===== src/rtl/a0_logger_pkg.sv =====
// Shared types and constants for the a0 change-capture logger.
package a0_logger_pkg;

    localparam int LOG_DATA_W = 32;
    localparam int LOG_TS_W   = 16;

    localparam int                DROP_W   = 8;
    localparam logic [DROP_W-1:0] DROP_MAX = '1;

    // Host-side view of one logged entry at the default widths.
    typedef struct packed {
        logic [LOG_TS_W-1:0]   ts;
        logic [LOG_DATA_W-1:0] data;
    } log_entry_t;

endpackage


===== src/rtl/sync_fifo.sv =====
// Single-clock FIFO with explicit occupancy count and a zeroed head when empty.
module sync_fifo #(
    parameter int WIDTH = 8,
    parameter int DEPTH = 8,
    localparam int AW   = $clog2(DEPTH),
    localparam int CW   = AW + 1
) (
    input  logic             clk,
    input  logic             rst_n,
    input  logic             push_i,
    input  logic             pop_i,
    input  logic [WIDTH-1:0] wdata_i,
    output logic [WIDTH-1:0] rdata_o,
    output logic             full_o,
    output logic             empty_o,
    output logic [CW-1:0]    count_o
);

    logic [WIDTH-1:0] mem_q [DEPTH];
    logic [AW-1:0]    wr_ptr_q;
    logic [AW-1:0]    rd_ptr_q;
    logic [CW-1:0]    count_q;
    logic             pop_ok;
    logic             push_ok;

    assign full_o  = (count_q == CW'(DEPTH));
    assign empty_o = (count_q == '0);

    // A push into a full FIFO is only taken when the head leaves in the same cycle.
    assign pop_ok  = pop_i && !empty_o;
    assign push_ok = push_i && (!full_o || pop_ok);

    always_ff @(posedge clk or negedge rst_n) begin
        if (!rst_n) begin
            wr_ptr_q <= '0;
            rd_ptr_q <= '0;
            count_q  <= '0;
        end else begin
            if (push_ok) begin
                wr_ptr_q <= wr_ptr_q + 1'b1;
            end
            if (pop_ok) begin
                rd_ptr_q <= rd_ptr_q + 1'b1;
            end
            count_q <= count_q + CW'(push_ok) - CW'(pop_ok);
        end
    end

    always_ff @(posedge clk) begin
        if (push_ok) begin
            mem_q[wr_ptr_q] <= wdata_i;
        end
    end

    assign rdata_o = empty_o ? '0 : mem_q[rd_ptr_q];
    assign count_o = count_q;

endmodule


===== src/rtl/a0_logger.sv =====
// Logs each new value of the cpu a0 register with a cycle timestamp into a FIFO,
// tracking overflow and a saturating count of dropped entries.
module a0_logger
    import a0_logger_pkg::*;
#(
    parameter int DATA_WIDTH = 32,
    parameter int TS_WIDTH   = 16,
    parameter int DEPTH      = 8
) (
    input  logic                    clk,
    input  logic                    rst,
    input  logic                    en,
    input  logic [DATA_WIDTH-1:0]   a0,
    input  logic                    clr_overflow,
    input  logic                    out_ready,
    output logic                    out_valid,
    output logic [DATA_WIDTH-1:0]   out_data,
    output logic [TS_WIDTH-1:0]     out_ts,
    output logic [$clog2(DEPTH):0]  count,
    output logic                    overflow,
    output logic [DROP_W-1:0]       drop_cnt
);

    typedef struct packed {
        logic [TS_WIDTH-1:0]   ts;
        logic [DATA_WIDTH-1:0] data;
    } entry_t;

    function automatic logic [DROP_W-1:0] sat_inc(input logic [DROP_W-1:0] v);
        return (v == DROP_MAX) ? v : v + 1'b1;
    endfunction

    logic [TS_WIDTH-1:0]   ts_q, ts_d;
    logic [DATA_WIDTH-1:0] prev_q;
    logic                  primed_q;
    logic                  overflow_q, overflow_d;
    logic [DROP_W-1:0]     drop_cnt_q, drop_cnt_d;

    logic                  push_req;
    logic                  pop_req;
    logic                  fifo_full;
    logic                  fifo_empty;
    logic                  drop;
    entry_t                wr_entry;
    entry_t                rd_entry;

    // The first enabled cycle after reset always logs, whatever a0 holds.
    assign push_req = en && (!primed_q || (a0 != prev_q));
    assign pop_req  = out_valid && out_ready;
    assign drop     = push_req && fifo_full && !pop_req;

    assign wr_entry = '{ts: ts_q, data: a0};

    always_comb begin
        ts_d       = ts_q + 1'b1;
        overflow_d = overflow_q;
        drop_cnt_d = drop_cnt_q;
        // A drop in the clearing cycle survives the clear as the first new drop.
        if (drop) begin
            overflow_d = 1'b1;
            drop_cnt_d = clr_overflow ? DROP_W'(1) : sat_inc(drop_cnt_q);
        end else if (clr_overflow) begin
            overflow_d = 1'b0;
            drop_cnt_d = '0;
        end
    end

    always_ff @(posedge clk or negedge rst) begin
        if (!rst) begin
            ts_q       <= '0;
            prev_q     <= '0;
            primed_q   <= 1'b0;
            overflow_q <= 1'b0;
            drop_cnt_q <= '0;
        end else begin
            ts_q       <= ts_d;
            overflow_q <= overflow_d;
            drop_cnt_q <= drop_cnt_d;
            if (en) begin
                prev_q   <= a0;
                primed_q <= 1'b1;
            end
        end
    end

    sync_fifo #(
        .WIDTH ($bits(entry_t)),
        .DEPTH (DEPTH)
    ) u_fifo (
        .clk     (clk),
        .rst_n   (rst),
        .push_i  (push_req),
        .pop_i   (pop_req),
        .wdata_i (wr_entry),
        .rdata_o (rd_entry),
        .full_o  (fifo_full),
        .empty_o (fifo_empty),
        .count_o (count)
    );

    assign out_valid = !fifo_empty;
    assign out_data  = rd_entry.data;
    assign out_ts    = rd_entry.ts;
    assign overflow  = overflow_q;
    assign drop_cnt  = drop_cnt_q;

endmodule


===== config.mk =====
export PLATFORM = sky130hd
export DESIGN_NAME = a0_logger
export DESIGN_NICKNAME = d
export VERILOG_FILES = /design/src/rtl/a0_logger_pkg.sv /design/src/rtl/sync_fifo.sv /design/src/rtl/a0_logger.sv
export SDC_FILE = /design/constraint.sdc
export NUM_CORES = 1
export LEC_CHECK = 0
export CORE_MARGIN = 2
export CORE_UTILIZATION = 59
export DETAILED_ROUTE_END_ITERATION = 12
export PLACE_DENSITY = 0.9
export SYNTH_ARGS = -nofsm -noshare
export SYNTH_HDL_FRONTEND = slang
export SYNTH_SLANG_ARGS = --single-unit
export TNS_END_PERCENT = 20

===== constraint.sdc =====
create_clock -name clk -period 8.45 [get_ports clk]
set_input_delay 1.69 -clock clk [delete_from_list [all_inputs] [get_ports clk]]
set_output_delay 1.69 -clock clk [all_outputs]
set_load 0.03 [all_outputs]

==> results of run 1 <==
[routing by layer]
layer / wire [um] / vias up / global-route usage [%]
li1: - / 3781 / -
met1: 14000 / 4585 / 31.2
met2: 19200 / 413 / 41.1
met3: 2740 / 64 / 4.73
met4: 682 / 0 / 6.49
met5: 0 / - / 0
[through the flow]
stage / std cells / hold slack, ps / worst slack (ps) / utilization [%] / total power (W)
3_5_place_dp: 1349 / 465 / 3550 / 64.9 / 0.00545
3_3_place_gp: 1349 / 454 / 3650 / 64.9 / 0.00539
4_1_cts: 1431 / 480 / 3030 / 70.0 / 0.00750
6_report: 1434 / 479 / 3110 / 70.0 / 0.00744
2_1_floorplan: 894 / 430 / 665 / - / 0.00458
5_1_grt: 1433 / 500 / 2910 / 70.0 / 0.00772
[cells by family after synthesis]
| group | after synthesis | synth area share (%) |
|---|---|---|
| flops | 452 | 74.0 |
| mux | 182 | 17.2 |
| simple gates | 130 | 3.73 |
| buf+inv | 55 | 1.29 |
| xor+xnor | 52 | 2.55 |
| compound gates | 12 | 0.496 |
| fa+ha+maj | 11 | 0.811 |
[Yosys cell counts, drive strengths merged]
cell and number:
edfxtp 384, mux4 96, dfrtp 68, nor2 62
mux2i 49, mux2 37, xnor2 36, clkbuf 23
buf 18, xor2 16, inv 14, nand3 13
nand2 11, ha 10, nand4 10, and3 8
nor3 5, and2 4, nor2b 4, a211oi 3
and4b 3, nor4 3, a21o 2, a21oi 2
a311oi 2, and4 2, a31o 1, a31oi 1
a41oi 1, and3b 1, fa 1, nand2b 1
nor4b 1, nor4bb 1, or2 1
[power by group through the flow]
| stage | Combinational, W | Clock, W | Sequential (W) |
|---|---|---|---|
| after floorplan | 0.00169 | 0 | 0.00289 |
| final | 0.00242 | 0.00203 | 0.00299 |
| after detailed placement | 0.00243 | 0 | 0.00303 |
| after global routing | 0.00257 | 0.00213 | 0.00302 |
| after global placement | 0.00239 | 0 | 0.00300 |
| after CTS | 0.00246 | 0.00205 | 0.00299 |
[worst max-delay path by stage]
stage / startpoint / to / depth (start not counted)
after CTS: u_fifo.rd_ptr_q[0] / out_data[9] / 5
after global placement: a0[5] / u_fifo.mem_q[4][37] / 8
after floorplan: a0[5] / u_fifo.mem_q[4][0] / 7
after detailed placement: a0[5] / u_fifo.mem_q[4][34] / 8
after global routing: u_fifo.rd_ptr_q[0] / out_data[16] / 5
final: u_fifo.rd_ptr_q[0] / out_data[12] / 5
[layout make-up]
class | count | area, um^2
tap | 390 | 488
clock buffer | 65 | 1280
sequential | 452 | 13200
timing repair buffer | 106 | 1030
clock inverter | 17 | 239
multi-input combinational | 387 | 4470
fill | 1695 | 8910
antenna | 3 | 7.51
inverter | 14 | 52.6
[flip-flops by register name (all words and copies together) (netlist names)]
| register | count |
|---|---|
| ts_q | 16 |
| prev_q | 32 |
| u_fifo.mem_q | 384 |
| overflow | 1 |
| primed_q | 1 |
| u_fifo.wr_ptr_q | 3 |
| u_fifo.count_o | 4 |
| u_fifo.rd_ptr_q | 3 |
| drop_cnt | 8 |
[critical path, cell delays in order, from the launching register on]
cell and delay, ps:
dfrtp_4 780, buf_4 660, mux4_2 600, mux2i_1 270
nor2_1 70, clkdlybuf4s50_1 670
==> out/metrics.yaml, run 1 <==
status: "finished, final reports clean"
max_freq_mhz: 187
overflow: 0
ff2ff_path_depth: 11
core_um2: 29700
avgViaCountPerCell: 6.17
clockBufferDepth: 3
p_comb_share_pct: 32.6
r2r_start: "u_fifo.count_o[1]"
synthTopCellsByArea: "edfxtp_1 (64%), mux4_2 (12%), dfrtp_1 (9.5%)"
maxSlewViolCount: 0
setup_viol: 0
p_sw_w: 0.00235
skew_ps: 25.8
cp_max_fo: 34
start_util_pct: 60.2
io_pins: 99
ys_warn_count: 0
nets: 1053
syn_inst: 894
finalHoldViolCount: 0
fin_setup_tns_ps: 0
synth_top_area_share_pct: 64.4
synth_area_leader_cell: "edfxtp_1"
clk_latency_ps: 540
synth_cell_type_count: 43
cp_data_required_time_ps: 6760
final_cell_mix: "edfxtp_1 (384), mux4_2 (96), clkdlybuf4s50_1 (96), dfrtp_1 (65), nor2_1 (62)"
final_common_cell: "edfxtp_1"
vdd_drop_max_v: 0.000222
num_vias: 8843
die-area_um2: 31700
clkTransAtPathRegs_ps: 60
die_h_um: 178
cts_buffers: 44
grt_pass1_vias: 9319
drtPass1Iterations: 5
avgSynthCellArea_um2: 20.0
hold_depth: 1
syn_to_final_growth_pct: 16.3
ys_ff_latch: 452
cts_resized: 0
switching_share_pct: 31.7
cts_tree: "yes"
ctsHoldBuffers: 0
drt_wl_total_um: 36700
worstHoldStart: "primed_q"
arrival_ps: 3650
drtIter0Drc: 845
synth.net_count: 942
start_kind: "flip-flop"
hold_end: "primed_q"
ant_nets: 0
drc: 0
clock_sinks: 452
rr_endpoint: "u_fifo.count_o[2]"
hpwl_um: 18900
htreeDepth: 2
p_leak_nw: 7.15
wire_per_inst_um: 25.6
fin_area_um2: 20800
rrSetupSlack_ps: 5420
powerDensity_nw_per_um2: 358
globalplace.congestion: 0.748
layout_min_cycle_time_ps: 5340
cts_setup_buffers: 0
num_rows: 63
holdCritPathClass: "reg -> reg"
fin_crit_sh_pct: 63.2
p_seq_share_pct: 40.2
maxSlewHeadroom_pct: 30.3
drive_gt1_share_pct: 21.8
io_buffers: 98
path_class: "reg -> out"
rsz0062_at_grt: "no"
die_w_um: 178
maxCapViolCount: 0
track_usage_pct: 23.8
end_kind: "primary output"
antenna_found_initial: 4
clockRootBuffer: "clkbuf_16"
grt_max_degree: 69
grt_pass1_wl_um: 54900
place_area_um2: 19300
worst_pin_slew_ps: 1040
ys_seq_area_share_pct: 74.0
pwr-share-clk_pct: 27.3
synth.cell_area_um2: 17900
p_int_w: 0.00508
No activity file was read; power rests on OpenSTA's default activity.
==> run 2, diff against run 1 <==
--- a/config.mk
+++ b/config.mk
@@ -6,9 +6,9 @@
 export NUM_CORES = 1
 export LEC_CHECK = 0
 export CORE_MARGIN = 2
-export CORE_UTILIZATION = 59
+export CORE_UTILIZATION = 54
 export DETAILED_ROUTE_END_ITERATION = 12
-export PLACE_DENSITY = 0.9
+export PLACE_DENSITY = 0.87
 export SYNTH_ARGS = -nofsm -noshare
 export SYNTH_HDL_FRONTEND = slang
 export SYNTH_SLANG_ARGS = --single-unit
==> constraint.sdc (replaced) <==
create_clock -name clk -period 4.5 [get_ports clk]
set_input_delay 0.9 -clock clk [delete_from_list [all_inputs] [get_ports clk]]
set_output_delay 0.9 -clock clk [all_outputs]
set_load 0.03 [all_outputs]
==> run 2 against run 1 <==
Net effect:
- register-to-register slack worse by 4100 ps
- worst hold slack better by 2.8 ps
- die area is 9.0% higher
- sequential power rose by 85%
- setup slack got worse by 2700 ps
- critical path depth unchanged
- power increased by 86%
- first-iteration DRC count increased by 9.1%
- critical path type unchanged
- wire length fell by 0.11%
- sequential cell count did not move
- combinational power rose by 96%
- highest routed layer is now met5
- clock-buffer cell count is 2 higher
==> out/metrics.yaml, run 2 (same netlist as run 1, synthesis figures left out) <==
io_pins: 99  # unchanged
overflow: 0  # unchanged
num_vias: 8872  # +0.33%
ctsHoldBuffers: 0  # unchanged
rrSetupSlack_ps: 1330  # -4090 ps
p_comb_share_pct: 34.2  # +1.6 points
final_core_util_pct: 64.4  # -5.6 points
die-area_um2: 34600  # +9.0%
hpwl_um: 19900  # +5.4%
maxSlewHeadroom_pct: 34.3  # +4.0 points
switching_share_pct: 32.0  # +0.37 points
reg_top3: "u_fifo.mem_q x384, prev_q x32, ts_q x16"
use_met3_pct: 3.50  # -1.2 points
clkTransAtPathRegs_ps: 60  # about the same
end_kind: "primary output"
htreeDepth: 2  # unchanged
io_buffers: 98  # unchanged
cp_data_required_time_ps: 3600  # -3160 ps
ant_nets: 0  # unchanged
finalHoldViolCount: 0  # unchanged
cts_setup_buffers: 0  # unchanged
clock_sinks: 452  # unchanged
start_util_pct: 54.9  # -5.4 points
final_cells: 1500  # +4.6%
cp_max_fo: 21  # -38%
grt_max_degree: 69  # unchanged
grtUsageMet2_pct: 37.0  # -4.1 points
arrival_ps: 3190  # -460 ps
gr-usage-met1_pct: 29.2  # -2.1 points
holdCritPathClass: "reg -> reg"
max_freq_mhz: 244
worst_pin_slew_ps: 985  # -59.5 ps
layout_min_cycle_time_ps: 4090
nets: 1068  # +1.4%
syn_to_final_growth_pct: 17.4
fin_area_um2: 21000  # +0.92%
die_h_um: 186  # +4.4%
antenna_found_initial: 3  # -1
place_area_um2: 19600  # +1.6%
grt.busiest_layer: "met2"
fill_cells: 2090  # +23%
skew_ps: 22.9  # -2.92 ps
p_sw_w: 0.00443  # +88%
maxCapViolCount: 0  # unchanged
cts_resized: 0  # unchanged
avgViaCountPerCell: 5.91  # -4.1%
start_kind: "flip-flop"
fin_setup_tns_ps: 0  # unchanged
drtPass1Iterations: 5  # unchanged
regMostFlops: "u_fifo.mem_q"
total_power_w: 0.0138  # +86%
core_um2: 32600  # +9.8%
vdd_drop_max_v: 0.000462  # +110%
fin_crit_sh_pct: 91.0
grt_pass1_vias: 9440  # +1.3%
clockBufferDepth: 3  # unchanged
status: "finished, final reports clean"
drc: 0  # unchanged
cts_buffers: 44  # unchanged
drive_gt1_share_pct: 22.6  # +0.83 points
drtIter0Drc: 922  # +9.1%
drt_wl_total_um: 36600  # -0.11%
num_rows: 66  # +4.8%
path_class: "reg -> out"
setup_viol: 0  # unchanged
cts_tree: "yes"
powerDensity_nw_per_um2: 659  # +84%
p_leak_nw: 7.23  # +1.1%
final_common_cell: "edfxtp_1"
track_usage_pct: 21.8  # -2.0 points
grt_pass1_wl_um: 55500  # +1.1%
wire_per_inst_um: 24.4  # -4.5%
rsz0062_at_grt: "no"
die_w_um: 186  # +4.4%
maxSlewViolCount: 0  # unchanged
pwr-share-clk_pct: 25.7  # -1.6 points
dp.cells: 1416  # +5.0%
final_cell_mix: "edfxtp_1 (384), mux4_2 (96), clkdlybuf4s50_1 (96), dfrtp_1 (65), nor2_1 (62)"
largest_register_ffs: 384  # unchanged
p_seq_share_pct: 40.0  # -0.2 points
p_int_w: 0.00941  # +85%
clockRootBuffer: "clkbuf_16"
globalplace.congestion: 0.815  # +9.0%
clk_latency_ps: 550  # about the same
[run 2: critical path, stage by stage, from the launching register on]
cell	delay [ps]
dfrtp_4	730
buf_4	420
mux4_2	540
mux2i_1	260
nor2_1	90
clkdlybuf4s50_1	610
[run 2: final timing paths]
kind / from / to / cells after the start
setup reg to reg: u_fifo.count_o[1] / u_fifo.count_o[2] / 11
min in group asynchronous: rst / u_fifo.count_o[2] / 1
hold reg to reg: primed_q / primed_q / 1
setup / recovery: u_fifo.rd_ptr_q[0] / out_data[28] / 5
hold / removal: primed_q / primed_q / 1
max in group asynchronous: rst / u_fifo.rd_ptr_q[0] / 1
[run 2: layout make-up]
class	count	area (um^2)	share of cell area, %
antenna	2	5.00	0.0238
clock buffer	67	1280	6.09
clock inverter	15	131	0.626
inverter	14	52.6	0.250
multi-input combinational	387	4450	21.2
sequential	452	13200	63.1
tap	442	553	2.63
timing repair buffer	121	1280	6.11
[run 2: power by group through the flow]
stage	clock network, W	registers, W	logic (W)
final	0.00356	0.00554	0.00474
after CTS	0.00362	0.00554	0.00482
after detailed placement	0	0.00561	0.00477
after global placement	0	0.00556	0.00471
after global routing	0.00376	0.00559	0.00504
after floorplan	0	0.00543	0.00318
[run 2: routing by layer]
| layer | vias to the layer above | wire [um] | part of all wire [%] |
|---|---|---|---|
| li1 | 3814 | - | - |
| met1 | 4663 | 14900 | 41 |
| met2 | 331 | 18800 | 51 |
| met3 | 62 | 1970 | 5.4 |
| met4 | 2 | 939 | 2.6 |
| met5 | - | 13 | 0.036 |
[run 2: through the flow]
stage,hold WS [ps],setup slack (ps)
CTS,477,323
detailed placement,452,487
global route,507,215
finish,482,407
floorplan,430,658
global placement,444,580
==> run 3, diff against run 2 <==
--- a/config.mk
+++ b/config.mk
@@ -5,6 +5,7 @@
 export SDC_FILE = /design/constraint.sdc
 export NUM_CORES = 1
 export LEC_CHECK = 0
+export ABC_CLOCK_PERIOD_IN_PS = 4500
 export CORE_MARGIN = 2
 export CORE_UTILIZATION = 54
 export DETAILED_ROUTE_END_ITERATION = 12
==> results of run 3 <==
Final layout, timing and power as in run 2 (identical DEF).
